[src/rtl/fbs_if.sv]
// fbs_if: bundle between the control unit / F-register file and the fbs
// snapshot stack.
//
// Signal summary:
//   backup      control -> fbs   push request (sampled every rising clk)
//   restore     control -> fbs   pop request  (sampled every rising clk)
//   dataIn      control -> fbs   register-file image to save
//   dataOut     fbs -> control   last pushed image, or image just popped
//   restoreOut  fbs -> control   one-cycle pulse after each successful pop
//   fcc         fbs -> control   current stack depth (frame call count)
//
// Handshake: there is no ready/stall path. A request that is high at a
// rising edge is acted on at that edge or dropped for good (push when full,
// pop when empty). backup has priority over restore when both are high.
// restore is level-sensitive, so holding it high pops once per cycle.
interface fbs_if #(
  parameter int WIDTH = 256,
  parameter int CW    = 16
);
  logic             backup;
  logic             restore;
  logic [WIDTH-1:0] dataIn;
  logic [WIDTH-1:0] dataOut;
  logic             restoreOut;
  logic [CW-1:0]    fcc;

  // Control unit side.
  modport master (
    output backup, restore, dataIn,
    input  dataOut, restoreOut, fcc
  );

  // Snapshot stack side.
  modport slave (
    input  backup, restore, dataIn,
    output dataOut, restoreOut, fcc
  );
endinterface

[src/rtl/fbs.sv]
// fbs: F-register backup system. A LIFO stack of full register-file
// snapshots, pushed on procedure call and popped on return.
//
// Ports:
//   clk    system clock, all state changes on its rising edge
//   rst_n  asynchronous active-low reset; clears fcc, dataOut, restoreOut
//   bus    fbs_if.slave: backup/restore/dataIn in, dataOut/restoreOut/fcc out
//
// Parameters:
//   WIDTH  bits per snapshot
//   DEPTH  number of snapshot entries
//   CW     width of the depth counter (must hold 0..DEPTH)
module fbs #(
  parameter int WIDTH = 256,
  parameter int DEPTH = 16,
  parameter int CW    = 16
) (
  input logic  clk,
  input logic  rst_n,
  fbs_if.slave bus
);

  localparam int            AW      = (DEPTH > 1) ? $clog2(DEPTH) : 1;
  localparam logic [CW-1:0] DEPTH_C = CW'(DEPTH);
  localparam logic [CW-1:0] ONE_C   = CW'(1);

  // Snapshot storage. Not reset: fcc alone decides which entries are live.
  logic [WIDTH-1:0] mem [DEPTH];

  logic [CW-1:0]    fcc_q, fcc_d;
  logic [WIDTH-1:0] data_out_q, data_out_d;
  logic             restore_out_q, restore_out_d;

  logic             do_push;
  logic             do_pop;
  logic [AW-1:0]    push_addr;
  logic [AW-1:0]    pop_addr;

  // Request decode. Push wins over pop; both saturate at the stack limits.
  always_comb begin
    do_push   = bus.backup && (fcc_q < DEPTH_C);
    do_pop    = !bus.backup && bus.restore && (fcc_q != '0);
    push_addr = AW'(fcc_q);
    pop_addr  = AW'(fcc_q - ONE_C);
  end

  always_comb begin
    fcc_d         = fcc_q;
    data_out_d    = data_out_q;
    restore_out_d = 1'b0;
    if (do_push) begin
      fcc_d      = fcc_q + ONE_C;
      data_out_d = bus.dataIn;
    end else if (do_pop) begin
      fcc_d         = fcc_q - ONE_C;
      data_out_d    = mem[pop_addr];
      restore_out_d = 1'b1;
    end
  end

  always_ff @(posedge clk or negedge rst_n) begin
    if (!rst_n) begin
      fcc_q         <= '0;
      data_out_q    <= '0;
      restore_out_q <= 1'b0;
    end else begin
      fcc_q         <= fcc_d;
      data_out_q    <= data_out_d;
      restore_out_q <= restore_out_d;
    end
  end

  always_ff @(posedge clk) begin
    if (do_push) begin
      mem[push_addr] <= bus.dataIn;
    end
  end

  assign bus.dataOut    = data_out_q;
  assign bus.restoreOut = restore_out_q;
  assign bus.fcc        = fcc_q;

endmodule

[src/flat_wrapper.sv]
// flat-port wrapper written by rule: the top's interface ports become plain ports
module fbs_flat 
#(
  parameter int WIDTH = 256,
  parameter int DEPTH = 16,
  parameter int CW    = 16
)
  (clk, rst_n, bus_backup, bus_restore, bus_dataIn, bus_dataOut, bus_restoreOut, bus_fcc);
  fbs_if #(.WIDTH(WIDTH), .CW(CW)) bus_i ();
  input logic clk;
  input logic rst_n;
  input wire logic [$bits(bus_i.backup)-1:0] bus_backup;
  input wire logic [$bits(bus_i.restore)-1:0] bus_restore;
  input wire logic [$bits(bus_i.dataIn)-1:0] bus_dataIn;
  output wire logic [$bits(bus_i.dataOut)-1:0] bus_dataOut;
  output wire logic [$bits(bus_i.restoreOut)-1:0] bus_restoreOut;
  output wire logic [$bits(bus_i.fcc)-1:0] bus_fcc;
  assign bus_i.backup = bus_backup;
  assign bus_i.restore = bus_restore;
  assign bus_i.dataIn = bus_dataIn;
  assign bus_dataOut = bus_i.dataOut;
  assign bus_restoreOut = bus_i.restoreOut;
  assign bus_fcc = bus_i.fcc;
  fbs #(.WIDTH(WIDTH), .DEPTH(DEPTH), .CW(CW)) u_core (.clk(clk), .rst_n(rst_n), .bus(bus_i));
endmodule
[config.mk]
export PLATFORM = sky130hd
export DESIGN_NAME = fbs_flat
export DESIGN_NICKNAME = d
export VERILOG_FILES = /design/src/rtl/fbs_if.sv /design/src/rtl/fbs.sv /design/src/flat_wrapper.sv
export SDC_FILE = /design/constraint.sdc
export NUM_CORES = 2
export LEC_CHECK = 0
export BUFFER_PORTS_ARGS = -buffer_cell sky130_fd_sc_hd__clkbuf_2
export CAP_MARGIN = 30
export CELL_PAD_IN_SITES_DETAIL_PLACEMENT = 0
export CELL_PAD_IN_SITES_GLOBAL_PLACEMENT = 1
export CORE_MARGIN = 5
export CORE_UTILIZATION = 59
export DETAILED_ROUTE_END_ITERATION = 16
export PLACE_DENSITY = 0.9
export REMOVE_ABC_BUFFERS = 1
export SLEW_MARGIN = 20
export SYNTH_ARGS = -nofsm -noshare
export SYNTH_HDL_FRONTEND = slang
export SYNTH_SLANG_ARGS = --single-unit
[constraint.sdc]
create_clock -name clk -period 36.1 [get_ports clk]
set_clock_uncertainty 0.05 [all_clocks]
set_input_delay 7.22 -clock clk [delete_from_list [all_inputs] [get_ports clk]]
set_output_delay 7.22 -clock clk [all_outputs]
set_load 0.05 [all_outputs]
==> metrics.md <==
| Metric | Value |
|---|---|
| Status | `finished with violations` |
| Violated checks | `slew limit` |
| First-pass GRT wire length | `620,000 um` |
| Share of Yosys cell area claimed by the top area cell type | `between 70% and 80%` |
| Fin crit period | `about 12 ns` |
| Reg-to-reg slack, setup | `about 30 ns` |
| First-pass DRT Iterations | `6` |
| Post-CTS Resized | `0` |
| # IOs | `533` |
| Setup crit end kind | `flop` |
| Via/cell ratio | `around 7` |
| Die height | `~540 um` |
| Top-count cell post-synth | `edfxtp_1` |
| Post-synth EDFFs | `around 4.1k` |
| Residual DRC | `0` |
| Final Cell Area | `between 150,000 and 200,000 um2` |
| Max-Cap Viols | `0` |
| Hold buffers post-CTS | `0` |
| Post-synthesis cell count | `7,231` |
| Largest net degree at the start of global routing | `around 180` |
| Vias in the first global route | `88.6k` |
| Top FF cell, synth | `edfxtp_1` |
| DP Area | `~170,000 um2` |
| Final Wtd Congestion | `between 0.7 and 0.8` |
| Ranking of synthesized cells by area | `edfxtp_1 74%, mux4_2 14%, dfrtp_1 4.1%` |
| Worst hold slack | `between 0.4 and 0.5 ns` |
| DR iter-0 viols | `12.9k` |
| Max incr delay on CP | `roughly 0.88 ns` |
| Die area | `293,000 um2` |
| Post-Syn Area | `about 170,000 um2` |
| H-tree levels | `5` |
| CP max FO | `63` |
| Dpl ws | `approximately 24 ns` |
| Post-route antenna net violation count | `0` |
| Final Slew Violations | `91` |
| Routed wl met2 | `between 200,000 and 250,000 um` |
| Asr flop ratio synth | `about 6.2%` |
| Standard-cell rows | `about 200` |
| Crit path launch type | `input pin` |
| Critical Path Most Common Cell | `buf_4` |
| Delay-heaviest family, CP | `buffers and inverters` |
| Uppermost layer routed | `met5` |
| WL/cell | `approximately 36 um` |
| Setup TNS | `0 ns` |
| Top cells by count, synth | `4,096 x edfxtp_1, 1,032 x mux4_2, 497 x a211oi_1` |
| Vias | `85.1k` |
| Starting Density | `59.2%` |
| Fin. Hold Viols | `0` |
| Final worst slack | `24.47 ns` |
| Final wirelength | `~430,000 um` |
| Slew margin rel. | `-10.3%` |
| Global route overflow | `0` |
| Clock slew at reported path FFs | `0.06 ns` |
| Number of buffers created by CTS | `roughly 420` |
| Post-synthesis sequential area ratio | `between 70% and 80%` |
| Crit Path Class | `input pin to flop` |
| Slowest-stage cell, CP | `buf_4` |
| Clock root cell | `clkbuf_16` |
| Initial antenna violation count | `63` |
| Count of cell types in the netlist | `between 40 and 50` |
| Largest area contributor in the netlist | `edfxtp_1` |
| Fin cells | `roughly 12k` |
| Sink Count | `4,369` |
| Post-Place Cells | `~11k` |
| CP cell instances | `clkbuf_2 -> and4_4 -> buf_4 -> nand2_1 -> nor3_2 -> buf_4 -> buf_4 -> buf_4` |
| Fmax | `approximately 86 MHz` |
| Measured slew at the worst slew-check pin | `1.65 ns` |
| M1 WL | `147,000 um` |
| Worst VDD drop | `0.000117 V` |
| Clk Latency, worst-skew pair | `approximately 0.97 ns` |
| Post-CTS setup buffers | `0` |
| DP HPWL | `209,000 um` |
| WL met3 | `around 48,000 um` |
| CP bufs+invs | `5` |
| # port buffers | `between 500 and 600` |
| Core area | `about 280,000 um2` |
| Pwr dens | `around 84 nW/um2` |
| Total track usage | `28.9%` |
| Synth Area per Inst | `about 23 um2` |
| # setup viols final | `0` |
| YS warnings | `0` |
| CTS tree | `yes` |
| Period Utilization, post-route | `approximately 32%` |
| Pleak | `60.5 nW` |
| Seq cells post-synth | `about 4.4k` |
| HP Class | `flop to flop` |
| Syn-to-layout area delta | `12.8%` |
| Tot Pwr | `15.7 mW` |
| Share of layout cells above drive strength 1 | `~29%` |
| Die width | `between 500 and 600 um` |
| Fin util | `about two thirds` |
| Max Buffers Root-to-Sink | `4` |
| Required time worst endpoint | `between 30 and 40 ns` |
| Nets | `8,125` |
| Fillers | `16.5k` |
| Crit path DAT | `12.11 ns` |
| RSZ-0062 raised after global routing | `no` |
==> area by class of cell <==
type | instances | area [um2] | area share (%)
Sequential cell | 4369 | 130000 | 69.1
Antenna cell | 32 | 80.1 | 0.0426
Timing Repair Buffer | 693 | 4730 | 2.52
Clock buffer | 580 | 11700 | 6.22
Multi-Input combinational cell | 2376 | 34400 | 18.3
Tap cell | 3743 | 4680 | 2.49
Clock inverter | 198 | 2550 | 1.36
Inverter | 4 | 15.0 | 0.00799
==> path summary, 6_finish.rpt <==
path                                   startpoint                       to  cells past startpoint
setup / recovery                       bus_backup       u_core.mem[3][190]                      8
hold / removal             u_core.bus.dataOut[21]   u_core.bus.dataOut[21]                      1
setup reg to reg               u_core.bus.fcc[12]       u_core.mem[3][190]                      8
hold reg to reg            u_core.bus.dataOut[21]   u_core.bus.dataOut[21]                      1
max in group asynchronous                   rst_n  u_core.bus.dataOut[245]                      3
min in group asynchronous                   rst_n  u_core.bus.dataOut[231]                      1
==> cells in the final DEF (no fill, tap or decap), types with 8 or more instances in the layout <==
cell,n
mux2i_1,248
a211oi_1,497
clkbuf_8,57
clkinv_1,33
a221o_1,256
edfxtp_1,4096
clkbuf_1,103
buf_4,107
dfrtp_1,272
clkinvlp_4,13
nand2_1,8
clkbuf_16,420
buf_16,23
buf_12,31
diode_2,32
mux4_2,1032
and3_1,248
clkinv_2,75
bufinv_16,43
clkinv_16,14
clkbuf_2,531
==> power by group <==
part	switching, mW	internal (mW)	total [mW]
Sequential	0.240	5.72	5.96
Clock	1.92	2.59	4.51
Combinational	3.08	2.18	5.27
==> cells by family (layout without fill, tap and decap cells) <==
logic type / Yosys count / count (layout) / synth area share [%]
DFF: 4369 / 4369 / 77.9
muxes: 1280 / 1280 / 15.4
xor gates and xnor gates: 15 / 15 / 0.0834
AOI/OAI and AO/OA: 764 / 764 / 3.83
and+or+nand+nor: 313 / 313 / 1.16
buffers and inverters: 486 / 1475 / 1.49
adders and majority gates: 4 / 4 / 0.0300
other: 0 / 32 / 0
==> worst register-to-register path, cell delays in order, from the launching register on <==
cell and delay, ns:
dfrtp_1 0.69, nor4_2 0.66, and4_4 0.76, buf_4 0.87, nand2_1 0.32, nor3_2 0.24, buf_4 0.68, buf_4 0.94
buf_4 0.87
==> state kept, by name (all words and copies together), names as in the netlist <==
| name | cells |
|---|---|
| u_core.bus.fcc | 16 |
| u_core.bus.restoreOut | 1 |
| u_core.bus.dataOut | 256 |
| u_core.mem | 4096 |
==> layer usage <==
layer,up-vias,GRT usage [%]
li1,32608,-
met4,42,12.0
met2,6851,46.9
met5,-,0
met1,44552,38.7
met3,1020,6.38
Power figures use the tool's default switching activity.
